--- src/rtl/bcd_digit_feeder_pkg.sv ---
// Shared definitions for the BCD digit feeder.
//   state_t        : controller states (IDLE, CONV, LATCH), 2-bit encoding
//   NUM_DIGITS     : number of BCD digits produced (4)
//   BCD_MAX        : largest value that fits in four digits (9999)
//   ITERATIONS     : shift-add-3 iterations, one per input bit (14)
//   compute_show() : per-digit show flags with optional leading-zero blanking
package bcd_digit_feeder_pkg;

  typedef enum logic [1:0] {
    ST_IDLE  = 2'd0,
    ST_CONV  = 2'd1,
    ST_LATCH = 2'd2
  } state_t;

  localparam int NUM_DIGITS = 4;
  localparam int BCD_MAX    = 9999;
  localparam int ITERATIONS = 14;

  // Returns {show1, show2, show3, show4}. The units digit is always shown so
  // a value of zero still displays a single "0".
  function automatic logic [3:0] compute_show(input logic [3:0] d1,
                                              input logic [3:0] d2,
                                              input logic [3:0] d3,
                                              input logic       blank);
    logic [3:0] show;
    if (blank) begin
      show[3] = (d1 != 4'd0);
      show[2] = (d2 != 4'd0) | show[3];
      show[1] = (d3 != 4'd0) | show[2];
      show[0] = 1'b1;
    end else begin
      show = 4'b1111;
    end
    return show;
  endfunction

endpackage

--- src/rtl/bcd_digit_feeder_add3.sv ---
// Double-dabble correction cell: a BCD nibble of 5 or more gets 3 added so
// that the following left shift carries correctly into the next decade.
//   nibble   : current BCD digit (0..9)
//   adjusted : corrected digit, ready to be shifted
module bcd_add3 (
  input  logic [3:0] nibble,
  output logic [3:0] adjusted
);

  assign adjusted = (nibble >= 4'd5) ? nibble + 4'd3 : nibble;

endmodule

--- src/rtl/bcd_digit_feeder.sv ---
// Sequential binary-to-BCD converter feeding a 4-digit 7-segment mux driver.
// A request captures i_value (saturated to 9999), runs 14 shift-add-3
// iterations, then registers all four digits and show flags in a single
// cycle so the display never sees a partial result.
//   clk            : system clock, rising edge
//   rst            : asynchronous reset, active low
//   i_value        : unsigned value to convert
//   i_start        : conversion request, honoured only while idle
//   o_digit1..4    : thousands .. units BCD digits (held between conversions)
//   o_show_digit1..4 : digit-enable flags for the display driver
//   o_busy         : conversion in progress
//   o_done         : one-cycle pulse, outputs were just updated
//   o_overflow     : last converted value was saturated to 9999
module bcd_digit_feeder
  import bcd_digit_feeder_pkg::*;
#(
  parameter int WIDTH         = 14,
  parameter bit BLANK_LEADING = 1'b1
) (
  input  logic             clk,
  input  logic             rst,
  input  logic [WIDTH-1:0] i_value,
  input  logic             i_start,
  output logic [3:0]       o_digit1,
  output logic [3:0]       o_digit2,
  output logic [3:0]       o_digit3,
  output logic [3:0]       o_digit4,
  output logic             o_show_digit1,
  output logic             o_show_digit2,
  output logic             o_show_digit3,
  output logic             o_show_digit4,
  output logic             o_busy,
  output logic             o_done,
  output logic             o_overflow
);

  state_t                  state_q, state_d;
  logic [3:0]              cnt_q;
  logic [WIDTH-1:0]        bin_q;
  logic [4*NUM_DIGITS-1:0] bcd_q;
  logic [4*NUM_DIGITS-1:0] bcd_adj;
  logic                    ovf_q;
  logic [3:0]              digit1_q, digit2_q, digit3_q, digit4_q;
  logic [3:0]              show_q;
  logic                    done_q;
  logic                    overflow_q;
  logic [3:0]              show_new;

  // Correction of all nibbles happens in parallel ahead of the shift.
  for (genvar g = 0; g < NUM_DIGITS; g++) begin : g_add3
    bcd_add3 u_add3 (
      .nibble   (bcd_q[4*g +: 4]),
      .adjusted (bcd_adj[4*g +: 4])
    );
  end

  assign show_new = compute_show(bcd_q[15:12], bcd_q[11:8], bcd_q[7:4],
                                 BLANK_LEADING);

  // NOTE: every signal assigned in always_comb gets a default first, so no
  // path through the case can leave it unassigned and infer a latch.
  always_comb begin
    state_d = state_q;
    unique case (state_q)
      ST_IDLE:  if (i_start) state_d = ST_CONV;
      ST_CONV:  if (cnt_q == 4'(ITERATIONS - 1)) state_d = ST_LATCH;
      ST_LATCH: state_d = ST_IDLE;
      default:  state_d = ST_IDLE;
    endcase
  end

  // NOTE: registers use non-blocking assignments so every flop samples the
  // pre-edge value of the others, independent of statement order.
  always_ff @(posedge clk or negedge rst) begin
    if (!rst) begin
      state_q <= ST_IDLE;
    end else begin
      state_q <= state_d;
    end
  end

  // Iteration datapath: capture, then shift {bcd, bin} left once per cycle.
  always_ff @(posedge clk or negedge rst) begin
    if (!rst) begin
      cnt_q <= '0;
      bin_q <= '0;
      bcd_q <= '0;
      ovf_q <= 1'b0;
    end else begin
      unique case (state_q)
        ST_IDLE: begin
          if (i_start) begin
            if (i_value > WIDTH'(BCD_MAX)) begin
              bin_q <= WIDTH'(BCD_MAX);
              ovf_q <= 1'b1;
            end else begin
              bin_q <= i_value;
              ovf_q <= 1'b0;
            end
            bcd_q <= '0;
            cnt_q <= '0;
          end
        end
        ST_CONV: begin
          {bcd_q, bin_q} <= {bcd_adj[4*NUM_DIGITS-2:0], bin_q, 1'b0};
          cnt_q          <= cnt_q + 4'd1;
        end
        default: ;
      endcase
    end
  end

  // Display-facing registers only move in LATCH; done is a one-cycle pulse
  // in the cycle after the LATCH edge.
  always_ff @(posedge clk or negedge rst) begin
    if (!rst) begin
      digit1_q   <= '0;
      digit2_q   <= '0;
      digit3_q   <= '0;
      digit4_q   <= '0;
      show_q     <= 4'b0001;
      overflow_q <= 1'b0;
      done_q     <= 1'b0;
    end else begin
      done_q <= (state_q == ST_LATCH);
      if (state_q == ST_LATCH) begin
        digit1_q   <= bcd_q[15:12];
        digit2_q   <= bcd_q[11:8];
        digit3_q   <= bcd_q[7:4];
        digit4_q   <= bcd_q[3:0];
        show_q     <= show_new;
        overflow_q <= ovf_q;
      end
    end
  end

  assign o_digit1      = digit1_q;
  assign o_digit2      = digit2_q;
  assign o_digit3      = digit3_q;
  assign o_digit4      = digit4_q;
  assign o_show_digit1 = show_q[3];
  assign o_show_digit2 = show_q[2];
  assign o_show_digit3 = show_q[1];
  assign o_show_digit4 = show_q[0];
  assign o_busy        = (state_q != ST_IDLE);
  assign o_done        = done_q;
  assign o_overflow    = overflow_q;

endmodule

--- config.mk ---
export PLATFORM = sky130hd
export DESIGN_NAME = bcd_digit_feeder
export DESIGN_NICKNAME = d
export VERILOG_FILES = /design/src/rtl/bcd_digit_feeder_pkg.sv /design/src/rtl/bcd_digit_feeder_add3.sv /design/src/rtl/bcd_digit_feeder.sv
export SDC_FILE = /design/constraint.sdc
export NUM_CORES = 1
export LEC_CHECK = 0
export BUFFER_PORTS_ARGS = -buffer_cell sky130_fd_sc_hd__buf_2
export CELL_PAD_IN_SITES_DETAIL_PLACEMENT = 0
export CELL_PAD_IN_SITES_GLOBAL_PLACEMENT = 1
export CORE_MARGIN = 2
export CORE_UTILIZATION = 40
export DETAILED_ROUTE_END_ITERATION = 6
export HOLD_SLACK_MARGIN = 0.06
export PLACE_DENSITY = 0.73
export RECOVER_POWER = 100
export SKIP_LAST_GASP = 1
export SLEW_MARGIN = 40
export SYNTH_ARGS = -nofsm -noshare
export SYNTH_HDL_FRONTEND = slang
export SYNTH_HIERARCHICAL = 1
export SYNTH_SLANG_ARGS = --single-unit
--- constraint.sdc ---
create_clock -name clk -period 1.59 [get_ports clk]
set_input_delay 0.2385 -clock clk [delete_from_list [all_inputs] [get_ports clk]]
set_output_delay 0.2385 -clock clk [all_outputs]
set_load 0.005 [all_outputs]
# After elaboration in Yosys (flattened, before gate mapping)
# Cells that the tools add are included.
# totals
register_bits	58
inputBits	17
output_inout_bits	23
elab_cells	53
# classes
addsub	5
n_lt_le_gt_ge	5
eq_ne	5
mux	15
bitwise_logic	2
n_reduce_logical	9
# op_table
op	count
$pmux W16 S2	1
$mux W14	2
$pmux W14 S2	1
$ge A4 B3 Y1 const B	4
$mux W16	1
$mux W4	4
$gt A14 B14 Y1 const B	1
$add A4 B2 Y4 const B	3
$reduce_bool A4 Y1	3
$pmux W4 S2	1
$reduce_and A2 Y1	3
$add A4 B1 Y4 const B	1
$eq A4 B4 Y1 const B	1
$mux W2	2
$ne A2 B2 Y1 const B	2
$pmux W2 S2	1
$reduce_bool A2 Y1	2
$add A3 B2 Y3 const B	1
$mux W3	1
$eq A2 B1 Y1 const B	1
$eq A2 B2 Y1 const B	1
$logic_not A2 Y1	1
$or A1 B1 Y1	2
$mux W1	1

# Longest topological paths before layout
# logic_depth
ltp_word	4
ltp_mapped	7

# Modules after synthesis
# Netlist, hierarchy kept.
# by_module_without_submodules
module	n_inst	cells_per_inst	area_per_inst_um2	seq_area_each_um2
bcd_digit_feeder	1	219	2449.8	1451.4
bcd_add3	4	16	101.3	0.0

# Worst setup path before layout
# Ideal clock, no wire load.
# synth_path
path_kind	reg-to-reg
start	reg state_q[0]
end	reg bin_q[1]
setup_ps	123
arrival_ps	1473
t_required_ps	1467
setup_slack_ps	-6
path_stages_with_launch	5
n_path_buf	1
synth_period_minus_slack_ps	1596
cell_sequence	dfrtp_1 > or3b_1 > buf_2 > a311o_1 > o221a_1
# synth_via
elab_chain_len	3
word_cells_on_any_way	6
classes_between	eq/ne (2); mux (1); reduce/logical (3)
# synth_lines
element	line	source
start: declaration	bcd_digit_feeder.sv:37	state_t state_q, state_d;
start signal: assignment	bcd_digit_feeder.sv:78	state_q <= state_d;
$eq A2 B1 Y1 or $logic_not A2 Y1 (tied branches)	bcd_digit_feeder.sv:90	unique case (state_q)
$reduce_bool A2 Y1 (no line) or $ne A2 B2 Y1 (tied branches)	-	
$reduce_and A2 Y1 (no line)	-	
end signal: assignment	bcd_digit_feeder.sv:94	bin_q <= WIDTH'(BCD_MAX);
end signal: assignment	bcd_digit_feeder.sv:97	bin_q <= i_value;
end signal: assignment	bcd_digit_feeder.sv:105	{bcd_q, bin_q} <= {bcd_adj[4*NUM_DIGITS-2:0], bin_q, 1'b0};
end: declaration	bcd_digit_feeder.sv:39	logic [WIDTH-1:0] bin_q;
# Several ways; a longest one is shown, not always the timed one.
# A chain may end at the register's enable or synchronous reset.

# Worst setup path after layout
# layout_path
start	reg state_q[0]
end	out o_busy
# layout_via
elab_chain_len	1
# layout_lines
element	line	source
$reduce_bool A2 Y1	bcd_digit_feeder.sv:145	assign o_busy = (state_q != ST_IDLE);
end: declaration	bcd_digit_feeder.sv:32	output logic o_busy,
# Every way passes these cells.

==> impl_metrics.toml <==
[status]
outcome = "complete, no violations"

[job]
cap_violations = 0

[timing]
setup_viol = 0
tightest_slew_ps = 833
setup_ws_ps = 80.9
max_slew_margin_pct = 44.5
slew_viol_final = 0
skew_ps = 5.79
rsz0062_at_grt = "no"
hold_violations = 0
fin_crit_ps = 1510
finalCritPeriodShare_pct = 94.9
finalHoldWorstSlack_ps = 152
fmax_mhz = 663
fin_tns_setup_ps = 0

[floorplan]
io_pins = 40
start_util_pct = 41.5
rows = 30
die_area_um2 = 7780
coreArea_um2 = 6830
fp.dieW_um = 88.2
die_h_um = 88.2

[placed_design]
place_ws_ps = -52.5
dp_cells = 418
finalWeightedCongestion = 0.776
numPortBuffers = 38
dpl.hpwl_um = 3910

[power]
leakage_nw = 1.68
total_power_mw = 6.88
powerDensity_nw_per_um2 = 2010
peakVddDrop_mv = 0.893

[min_path]
min_delay_path_depth = 2
min_to = "bin_q[4]$_DFFE_PN0P_"
hp-class = "in -> reg"
hold_start = "i_value[4]"

[clock_tree]
cts_tree = "yes"
clkSlewWorstSetupHoldPaths_ps = 60
htreeDepth = 3
clock_latency_ps = 330
cts_max_path_buffers = 2
post_cts_buffers = 0
cts.sinks = 58
root_buffer = "clkbuf_8"
cts_buffers = 9

[worst_setup_path]
ff2ff_path_depth = 3
r2r_start = "state_q[0]$_DFFE_PN0P_"
critical_path.max_stage_delay_ps = 380
path_cells = "buf_4, or2_2, buf_2"
r2r_slack_ps = 90
arrival_ps = 1270
crit_slowest_cell = "dfrtp_1"
rr_endpoint = "bin_q[2]$_DFFE_PN0P_"
endpoint_kind = "output pin"
worstPathRequired_ps = 1350
cp-start-kind = "flop"
path_max_fanout = 7
critPathKind = "reg -> out"

[layout]
multi_input_area_um2 = 1290
fin_cells = 435
area_delta_synth_final_pct = 21.1
regArea_um2 = 1450
nFillCells = 692
drive_gt1_share_pct = 25.4
nets = 361
num_antenna_cells = 0

[yosys]
avgSynthCellArea_um2 = 10.2
yosysWarnings = 6
synth_fp_nets = 306
syn_inst = 279
syn-cell-area_um2 = 2840

[global_routing]
use_met1_pct = 20.3
antenna_found_initial = 0
track_usage_pct = 15.9
grt_max_degree = 35
met2_usage_pct = 25.6
grt_busiest_layer = "met2"
grt_pass1_wl_um = 9540
grt_pass1_vias = 2095
use_met3_pct = 4.71
grt_overflow_total = 0

[drt]
drtPass1Iterations = 5
ant_nets = 0
routed_via_density = 4.90
drtIter0Drc = 53
vias = 2132
routed_wirelength_um = 5650
routedWlPerCell_um = 13.0
route.detailed.drc = 0
==> layer usage <==
layer	share of wire, %	wire length, µm	vias up
met2	47	2630	38
met5	0	0	-
met1	49	2750	1011
met4	0.97	55	0
met3	3.7	208	5
li1	-	-	1078
==> worst max-delay path by stage <==
stage | end | slack (ps) | startpoint | cells after the start
after floorplan | bin_q[11]$_DFFE_PN0P_ | 10 | state_q[0]$_DFFE_PN0P_ | 5
after global placement | bin_q[1]$_DFFE_PN0P_ | -30 | i_value[6] | 4
after detailed placement | bin_q[3]$_DFFE_PN0P_ | -50 | i_value[6] | 4
after CTS | o_busy | 60 | state_q[0]$_DFFE_PN0P_ | 3
after global routing | o_busy | 10 | state_q[0]$_DFFE_PN0P_ | 3
final | o_busy | 80 | state_q[0]$_DFFE_PN0P_ | 3
==> layout by cell type (no fill, tap or decap), types with 2 or more instances in the layout <==
cell type,count
nor2_1,8
inv_1,10
and3_1,5
xnor2_1,4
nand3_1,20
o21ai_1,3
a21oi_2,5
a221o_1,6
mux2i_1,5
or3_1,3
clkbuf_1,14
nor3_1,5
and3_2,2
a311o_1,2
or4_1,2
ha_1,10
dfrtp_1,58
clkbuf_8,10
nand2b_1,10
o21ai_0,14
buf_2,24
nand2_1,57
o221a_1,3
mux2_2,18
bufinv_16,2
buf_4,12
clkbuf_2,3
nand3b_1,2
clkinv_2,4
==> stage by stage <==
stage	util, %	cell area [µm²]
finish	50.2	3430
global route	50.2	3430
CTS	50.7	3460
detailed placement	47.3	3230
global placement	47.3	3230
floorplan	-	2840
==> area by class of cell <==
class	count	area share (%)
multi-input combinational	198	37.5
sequential	58	42.3
timing repair buffer	57	9.30
tap	96	3.50
inverter	10	1.09
clock inverter	6	2.33
clock buffer	10	4.01
==> critical path: cells and delay by family (launching register included) <==
family                 cells  cell delay, ps
buffers and inverters      2             290
flip-flops                 1             380
AND/OR/NAND/NOR            1             280
==> power breakdown <==
part / switching, mW / total [mW] / internal, mW
clock network: 0.596 / 1.51 / 0.914
logic: 1.40 / 2.72 / 1.32
registers: 0.513 / 2.66 / 2.14
total: 2.51 / 6.88 / 4.38
==> sequential cells by signal, indices dropped and copies added (netlist names) <==
signal      cells
o_digit1        4
o_digit3        4
cnt_q           4
state_q         2
o_digit4        4
show_q          3
bin_q          14
ovf_q           1
o_overflow      1
bcd_q          16
o_done          1
o_digit2        4
==> what timing repair did <==
action,CTS,global route
gates resized for setup,1,0
endpoints found under the setup margin,1,0
hold endpoints to repair,58,0
hold buffers,1,0
Note: power is estimated with default switching activity, not from simulation.
